`src/rtl/fetch_unit.sv`:
```
// RV32I instruction-fetch stage: owns the PC, talks req/gnt/rvalid to instruction
// memory with at most one request in flight, and fills the IF/ID register.
module fetch_unit #(
  parameter logic [31:0] RESET_PC = 32'h0000_0000
) (
  input  logic        clk,
  input  logic        rst,
  input  logic        br_valid,
  input  logic        br_taken,
  input  logic        jump,
  input  logic [31:0] target,
  input  logic        stall,
  output logic        imem_req,
  output logic [31:0] imem_addr,
  input  logic        imem_gnt,
  input  logic        imem_rvalid,
  input  logic [31:0] imem_rdata,
  output logic        id_valid,
  output logic [31:0] id_instr,
  output logic [31:0] id_pc,
  output logic [31:0] id_pc4,
  output logic        misalign
);

  typedef enum logic [1:0] {
    S_REQ  = 2'd0,
    S_WAIT = 2'd1,
    S_HOLD = 2'd2
  } state_e;

  localparam logic [31:0] NOP = 32'h0000_0013;

  state_e      state_q, state_d;
  logic [31:0] pc_q, pc_d;
  logic [31:0] req_pc_q, req_pc_d;
  logic        kill_q, kill_d;
  logic [31:0] hold_instr_q, hold_instr_d;
  logic [31:0] hold_pc_q, hold_pc_d;
  logic        id_valid_q, id_valid_d;
  logic [31:0] id_instr_q, id_instr_d;
  logic [31:0] id_pc_q, id_pc_d;
  logic [31:0] id_pc4_q, id_pc4_d;
  logic        misalign_q, misalign_d;

  logic redirect;
  logic req;
  logic granted;

  // Handshake: a request is transferred in any cycle where imem_req and imem_gnt
  // are both high; imem_rvalid carries the data for the single granted request.
  assign redirect = (br_valid & br_taken) | jump;
  assign req      = ~rst & (state_q == S_REQ) & ~(id_valid_q & stall);
  assign granted  = req & imem_gnt;

  always_comb begin
    state_d      = state_q;
    pc_d         = pc_q;
    req_pc_d     = req_pc_q;
    kill_d       = kill_q;
    hold_instr_d = hold_instr_q;
    hold_pc_d    = hold_pc_q;
    id_valid_d   = id_valid_q;
    id_instr_d   = id_instr_q;
    id_pc_d      = id_pc_q;
    id_pc4_d     = id_pc4_q;
    misalign_d   = 1'b0;

    // Decode consumes IF/ID whenever it is not stalled.
    if (!stall) id_valid_d = 1'b0;

    case (state_q)
      S_REQ: begin
        if (granted) begin
          req_pc_d = pc_q;
          pc_d     = pc_q + 32'd4;
          state_d  = S_WAIT;
        end
      end
      S_WAIT: begin
        if (imem_rvalid) begin
          if (kill_q) begin
            kill_d  = 1'b0;
            state_d = S_REQ;
          end else if (!stall || !id_valid_q) begin
            id_valid_d = 1'b1;
            id_instr_d = imem_rdata;
            id_pc_d    = req_pc_q;
            id_pc4_d   = req_pc_q + 32'd4;
            state_d    = S_REQ;
          end else begin
            hold_instr_d = imem_rdata;
            hold_pc_d    = req_pc_q;
            state_d      = S_HOLD;
          end
        end
      end
      S_HOLD: begin
        if (!stall) begin
          id_valid_d = 1'b1;
          id_instr_d = hold_instr_q;
          id_pc_d    = hold_pc_q;
          id_pc4_d   = hold_pc_q + 32'd4;
          state_d    = S_REQ;
        end
      end
      default: state_d = S_REQ;
    endcase

    // A redirect overrides everything above; an in-flight or just-granted
    // request must still be retired from memory, so it is marked wrong-path.
    if (redirect) begin
      pc_d       = {target[31:2], 2'b00};
      misalign_d = |target[1:0];
      id_valid_d = 1'b0;
      if (((state_q == S_WAIT) && !imem_rvalid) || granted) begin
        kill_d  = 1'b1;
        state_d = S_WAIT;
      end else begin
        kill_d  = 1'b0;
        state_d = S_REQ;
      end
    end
  end

  always_ff @(posedge clk or posedge rst) begin
    if (rst) begin
      state_q      <= S_REQ;
      pc_q         <= RESET_PC;
      req_pc_q     <= RESET_PC;
      kill_q       <= 1'b0;
      hold_instr_q <= NOP;
      hold_pc_q    <= 32'h0000_0000;
      id_valid_q   <= 1'b0;
      id_instr_q   <= NOP;
      id_pc_q      <= 32'h0000_0000;
      id_pc4_q     <= 32'h0000_0004;
      misalign_q   <= 1'b0;
    end else begin
      state_q      <= state_d;
      pc_q         <= pc_d;
      req_pc_q     <= req_pc_d;
      kill_q       <= kill_d;
      hold_instr_q <= hold_instr_d;
      hold_pc_q    <= hold_pc_d;
      id_valid_q   <= id_valid_d;
      id_instr_q   <= id_instr_d;
      id_pc_q      <= id_pc_d;
      id_pc4_q     <= id_pc4_d;
      misalign_q   <= misalign_d;
    end
  end

  assign imem_req  = req;
  assign imem_addr = pc_q;
  assign id_valid  = id_valid_q;
  assign id_instr  = id_instr_q;
  assign id_pc     = id_pc_q;
  assign id_pc4    = id_pc4_q;
  assign misalign  = misalign_q;

endmodule
```
`config.mk`:
```
export PLATFORM = sky130hd
export DESIGN_NAME = fetch_unit
export DESIGN_NICKNAME = d
export VERILOG_FILES = /design/src/rtl/fetch_unit.sv
export SDC_FILE = /design/constraint.sdc
export NUM_CORES = 1
export LEC_CHECK = 0
export ABC_AREA = 1
export CAP_MARGIN = 10
export CORE_MARGIN = 2
export CORE_UTILIZATION = 40
export CTS_CLUSTER_DIAMETER = 50
export DETAILED_ROUTE_END_ITERATION = 10
export PLACE_DENSITY_LB_ADDON = 0.15
export REMOVE_ABC_BUFFERS = 1
export SLEW_MARGIN = 25
export SYNTH_ARGS = -nofsm -noshare
export SYNTH_HDL_FRONTEND = slang
export SYNTH_SLANG_ARGS = --single-unit
```
`constraint.sdc`:
```
create_clock -name clk -period 15.3 [get_ports clk]
set_input_delay 2.295 -clock clk [delete_from_list [all_inputs] [get_ports clk]]
set_output_delay 2.295 -clock clk [all_outputs]
set_load 0.01 [all_outputs]
```
==> impl_metrics.py, run 1 <==
metrics = {
    "global_routing": {
        "grt_max_degree": 141,
        "overflow": 0,
        "grt_usage_pct": 19.67,
        "antenna_found_initial": 0,
        "grt_pass1_vias": 8759,
        "grt_pass1_wl_um": 45820,
    },
    "layout": {
        "syn_to_final_growth_pct": 28.95,
        "final_layout_size_suffix_gt1_share_pct": 13.00,
        "nNetsFinal": 1549,
        "diodes": 0,
        "final_design_area_no_fill_um2": 13900,
    },
    "setup_path": {
        "path_max_fanout": 2,
        "cp_cell_sequence": "clkdlybuf4s50_1 -> nor3_2 -> clkdlybuf4s50_1",
        "critical_path_arrival_ns": 3.66,
        "worstSetupPathType": "primary input to primary output",
        "rr_endpoint": "id_pc4[9]",
        "critPathBufInv": 2,
        "end_kind": "primary output",
        "r2r_slack_ns": 11.82,
        "crit_path_start": "rst",
        "path_delay_family": "buffers and inverters",
        "crit_cells": 3,
        "worst_path_max_delay_cell": "clkdlybuf4s50_1",
        "cpMostUsedCell": "clkdlybuf4s50_1",
        "slowest_delay_ns": 0.56,
        "rr_worst_depth": 14,
        "worstSetupStartpointType": "primary input",
        "endpoint": "imem_req",
        "worstPathRequired_ns": 13.01,
        "r2r-start": "state_q[0]",
    },
    "synth": {
        "synth_area_per_cell_um2": 8.349,
        "seq_area_frac_synth_pct": 50.92,
        "postSynth.asyncResetShare_pct": 100.0,
        "synth_edf_count": 0,
        "ys.flop_type": "dfrtp_1",
        "syn_area_um2": 10780,
        "syn-instance-count": 1291,
        "ys_ff_latch": 219,
        "synth.distinct_cells": 40,
        "yosys_warnings": 0,
    },
    "clock_tree": {
        "cts_htree_levels": 1,
        "hold_buffers": 0,
        "cts.sinks": 219,
        "clock_tree.root_cell": "clkbuf_16",
        "clk_pin_slew_worst_paths_ns": 0.05,
        "cts-buffers-inserted": 28,
        "cts_tree": "yes",
        "cts_setup_buffers": 0,
        "clock_path_buffers": 3,
        "ctsResizeCount": 0,
        "clk_latency_ns": 0.53,
    },
    "timing": {
        "hold_viol": 0,
        "fin_crit_sh_pct": 38.90,
        "max_slew_margin_pct": 41.32,
        "rsz0062_at_grt": "false",
        "period_needed_ns": 5.952,
        "tightest_slew_ns": 0.8802,
        "setup_viol": 0,
        "fin_setup_tns_ns": 0,
        "maxSlewViolCount": 0,
        "fmax_mhz": 168.0,
        "skew_ns": 0.01294,
    },
    "route": {
        "vias_per_cell": 4.953,
        "wl_per_cell_um": 15.05,
        "remaining_drc_errors": 0,
        "wl_um": 27590,
        "vias": 9078,
        "first_pass_iters": 5,
        "drtAntennaViolNets": 0,
        "drtIter0Drc": 597,
    },
    "place": {
        "gp_congestion": 0.8815,
        "placed_area_um2": 12980,
        "dp_hpwl_um": 18870,
        "io_buffers": 196,
    },
    "power_and_ir_drop": {
        "leakage_nw": 6.343,
        "ir_drop_mv": 0.08044,
        "p_per_area_nw_per_um2": 189.7,
    },
    "floorplan": {
        "placementRows": 60,
        "start_util_pct": 40.33,
        "die_h_um": 168.2,
        "core_um2": 26730,
        "dieArea_um2": 28280,
        "die_w_um": 168.2,
        "ios": 203,
    },
    "status": {
        "status": "completed",
    },
    "hold_path": {
        "hp-class": "register to register",
    },
    "run": {
        "maxCapViolations": 0,
    },
}
[Yosys cell counts (all sizes together), types with 6 or more instances]
cell / number / area (um2)
ha: 6 / 75.07
nand2: 439 / 1755
o21ai: 80 / 404.1
o211ai: 8 / 60.06
mux2: 55 / 619.3
dfstp: 7 / 183.9
clkbuf: 21 / 78.83
nor3: 15 / 90.09
nand3: 59 / 300.3
dfrtp: 212 / 5305
xor2: 6 / 52.55
o22ai: 8 / 50.05
nor2: 172 / 750.7
a31oi: 38 / 237.7
inv: 81 / 304.0
buf: 40 / 252.8
a21oi: 20 / 100.1
nand4: 13 / 81.33
[routing by layer]
layer / wire length, um / vias up / global-route usage, % / share of wire, %
li1: - / 4536 / - / -
met5: 0 / - / 0 / 0
met4: 645 / 0 / 5.397 / 2.3
met1: 13140 / 4238 / 28.47 / 48
met2: 12250 / 255 / 30.74 / 44
met3: 1551 / 49 / 3.220 / 5.6
[through the flow]
stage	setup WS, ns	std cells	utilization, %	total power, mW	hold WS, ns
3_5_place_dp	9.368	1782	48.55	2.016	0.4665
4_1_cts	9.365	1833	51.99	2.670	0.4821
3_3_place_gp	9.395	1780	48.38	1.986	0.4637
5_1_grt	9.257	1833	52.01	2.839	0.5070
2_1_floorplan	7.024	1235	-	1.530	0.4530
6_report	9.348	1833	52.01	2.637	0.4764
[worst register-to-register path, stage by stage, from the launching register on]
cell	delay (ns)
dfrtp_1	0.39
inv_1	0.12
ha_2	0.17
buf_4	0.62
nand2_1	0.13
nand2_1	0.12
nor2_1	0.05
nand2_2	0.06
buf_4	0.58
clkinv_2	0.17
buf_4	0.32
buf_12	0.27
nand2_1	0.15
nor2_1	0.04
nor3_1	0.18
[layout by cell type (no fill, tap or decap), drive strengths merged, types with 8 or more instances in the layout]
| cell | count |
|---|---|
| dfrtp | 212 |
| o211ai | 8 |
| nand3 | 59 |
| buf | 10 |
| clkbuf | 37 |
| a21oi | 20 |
| clkdlybuf4s50 | 196 |
| nand2 | 439 |
| inv | 81 |
| nor2 | 172 |
| clkinv | 11 |
| nand4 | 13 |
| mux2 | 55 |
| a31oi | 38 |
| o22ai | 8 |
| nor3 | 15 |
| o21ai | 80 |
[worst min path at each step]
stage                            start           end  slack, ns  depth (start not counted)
after floorplan           req_pc_q[21]  req_pc_q[21]       0.45                          2
after global placement      id_pc4[13]    id_pc4[13]       0.46                          2
after detailed placement     id_pc[10]     id_pc[10]       0.47                          2
after CTS                    id_pc[10]     id_pc[10]       0.48                          2
after global routing         id_pc[26]     id_pc[26]       0.51                          2
final                        id_pc[15]     id_pc[15]       0.48                          2
[sequential cells by signal, indices dropped and copies added, names as in the netlist]
name / cells
hold_instr_q: 32
hold_pc_q: 30
id_instr: 32
id_pc: 30
id_pc4: 30
id_valid: 1
imem_addr: 30
kill_q: 1
misalign: 1
req_pc_q: 30
state_q: 2
[logic make-up (layout without fill, tap and decap cells)]
logic type,after synthesis,in the layout,share of synthesized area [%]
AOI/OAI and AO/OA,159,159,8.253
other,1,6,0.03479
DFF,219,219,50.92
adders and majority gates,6,6,0.6964
muxes,55,55,5.746
buffers and inverters,142,338,5.897
and+or+nand+nor,702,702,27.88
xor gates and xnor gates,7,7,0.5688
[report_power, final]
| group | total [mW] | switching, mW | leakage (nW) | internal, mW |
|---|---|---|---|---|
| sequential | 0.941 | 0.133 | 2.72 | 0.808 |
| clock | 0.642 | 0.258 | 0.450 | 0.384 |
| combinational | 1.05 | 0.595 | 3.17 | 0.459 |
| total | 2.64 | 0.986 | 6.34 | 1.65 |
[area by class of cell]
type                            instances  area [um2]
Fill cell                            2565       12830
Sequential cell                       219        5489
Clock inverter                         14       122.6
Timing Repair Buffer                  206        2069
Tap cell                              341       426.7
Inverter                               81       317.8
Multi-Input combinational cell        935        4678
Clock buffer                           37       795.8
(Power assumes the default switching activity.)
==> run 2: changes to the inputs <==
==> constraint.sdc (replaced) <==
create_clock -name clk -period 5.92 [get_ports clk]
set_input_delay 0.888 -clock clk [delete_from_list [all_inputs] [get_ports clk]]
set_output_delay 0.888 -clock clk [all_outputs]
set_load 0.01 [all_outputs]
==> impl_metrics.py, run 2 (synthesis results as in run 1) <==
metrics = {
    "place": {
        "io_buffers": 196,
        "dp_cells": 1781,
        "dp_hpwl_um": 19310,
        "gp_congestion": 0.8757,
        "pre_cts_slack_ns": 2.425,
        "placed_area_um2": 12940,
    },
    "global_routing": {
        "antenna_found_initial": 0,
        "grt_max_degree": 131,
        "grt_pass1_vias": 8649,
        "overflow": 0,
        "grt_usage_pct": 19.98,
        "grt_pass1_wl_um": 46210,
    },
    "floorplan": {
        "placementRows": 60,
        "core_um2": 26730,
        "ios": 203,
        "dieArea_um2": 28280,
        "die_h_um": 168.2,
        "start_util_pct": 40.33,
        "die_w_um": 168.2,
    },
    "timing": {
        "tightest_slew_ns": 0.9479,
        "maxSlewViolCount": 0,
        "setup_viol": 0,
        "hold_viol": 0,
        "skew_ns": 0.007759,
        "fin_setup_tns_ns": 0,
        "rsz0062_at_grt": "false",
        "fmax_mhz": 302.9,
        "period_needed_ns": 3.301,
        "layout_setup_ws_ns": 2.619,
        "max_slew_margin_pct": 36.81,
        "fin_crit_sh_pct": 55.77,
        "hold_slack_ns": 0.4774,
    },
    "power_and_ir_drop": {
        "p_per_area_nw_per_um2": 499.6,
        "p_clk_share_pct": 26.3,
        "netSwitchingFraction_pct": 36.57,
        "ir_drop_mv": 0.3881,
        "total_power_mw": 6.989,
        "power.internal_mw": 4.433,
        "leakage_nw": 6.396,
        "p_sw_mw": 2.556,
        "seqPwrFrac_pct": 34.9,
        "p_comb_share_pct": 38.7,
    },
    "route": {
        "vias": 9007,
        "wl_per_cell_um": 15.24,
        "wl_um": 27980,
        "remaining_drc_errors": 0,
        "drtAntennaViolNets": 0,
        "vias_per_cell": 4.906,
        "first_pass_iters": 5,
        "drtIter0Drc": 536,
    },
    "setup_path": {
        "worstSetupStartpointType": "register",
        "r2r-start": "state_q[0]",
        "rr_worst_depth": 11,
        "end_kind": "register",
        "crit_path_start": "state_q[0]",
        "rr_endpoint": "id_instr[14]",
        "endpoint": "id_instr[14]",
        "path_max_fanout": 67,
        "worstPathRequired_ns": 6.31,
        "worstSetupPathType": "register to register",
        "r2r_slack_ns": 2.62,
        "critical_path_arrival_ns": 3.69,
    },
    "clock_tree": {
        "clock_path_buffers": 3,
        "hold_buffers": 0,
        "cts.sinks": 219,
        "cts_htree_levels": 1,
        "ctsResizeCount": 0,
        "cts-buffers-inserted": 29,
        "clk_latency_ns": 0.53,
        "cts_tree": "yes",
        "clk_pin_slew_worst_paths_ns": 0.06,
        "cts_setup_buffers": 0,
        "clock_tree.root_cell": "clkbuf_16",
    },
    "layout": {
        "fillers": 2532,
        "nNetsFinal": 1550,
        "final_design_area_no_fill_um2": 13990,
        "final_common_cell": "nand2_1",
        "finalNonFillerCells": 1836,
        "diodes": 0,
        "mostFrequentLayoutCells": "403 x nand2_1, 212 x dfrtp_1, 196 x clkdlybuf4s50_1",
        "syn_to_final_growth_pct": 29.76,
        "final_layout_size_suffix_gt1_share_pct": 13.11,
        "utilization_pct": 52.34,
    },
    "status": {
        "status": "completed",
    },
    "run": {
        "maxCapViolations": 0,
    },
    "hold_path": {
        "hp-class": "register to register",
    },
}
==> run 2: cell types whose count changed in the layout (fill, tap and decap cells not counted), sizes merged <==
cell	previous run	this run
clkinv	11	8
bufinv	1	5
clkinvlp	2	0
inv	81	84
clkbuf	37	38
==> run 2: routing by layer <==
metal / global-route usage (%) / share of wire (%) / vias up
met4: 5.885 / 2.4 / 0
met2: 30.56 / 43 / 247
met3: 3.362 / 5.3 / 45
met5: 0 / 0 / -
li1: - / - / 4546
met1: 29.25 / 49 / 4169
==> run 2: critical path, cell delays in order (launching register included) <==
cell	delay, ns
dfrtp_1	0.39
inv_1	0.11
ha_2	0.17
buf_4	0.63
nand2_1	0.10
nand2_1	0.12
nor2_1	0.06
nand2_2	0.08
clkinv_2	0.69
buf_4	0.57
nor2_1	0.14
a31oi_1	0.05
==> run 2: power by group through the flow <==
stage	combinational [mW]	clock, mW	sequential, mW
2_1_floorplan	1.41	0	2.54
3_3_place_gp	2.70	0	2.45
3_5_place_dp	2.73	0	2.47
4_1_cts	2.74	1.88	2.45
5_1_grt	3.02	1.96	2.53
6_report	2.71	1.84	2.44
==> run 2: worst min path at each step <==
stage	slack (ns)	startpoint	depth (start not counted)	end
floorplan	0.45	req_pc_q[21]	2	req_pc_q[21]
global placement	0.47	id_pc4[13]	2	id_pc4[13]
global route	0.51	id_pc[9]	2	id_pc[9]
CTS	0.48	id_pc[20]	2	id_pc[20]
detailed placement	0.47	id_pc4[13]	2	id_pc4[13]
finish	0.48	id_pc4[31]	2	id_pc4[31]
==> run 2: final cells by class <==
cell class | count | area, um2 | area share, %
flip-flops and latches | 219 | 5489 | 39.24
well taps | 341 | 426.7 | 3.050
repair buffers | 206 | 2057 | 14.71
clock buffers | 38 | 799.5 | 5.716
inverters | 81 | 312.8 | 2.236
multi-input cells | 935 | 4678 | 33.45
clock inverters | 16 | 224.0 | 1.601
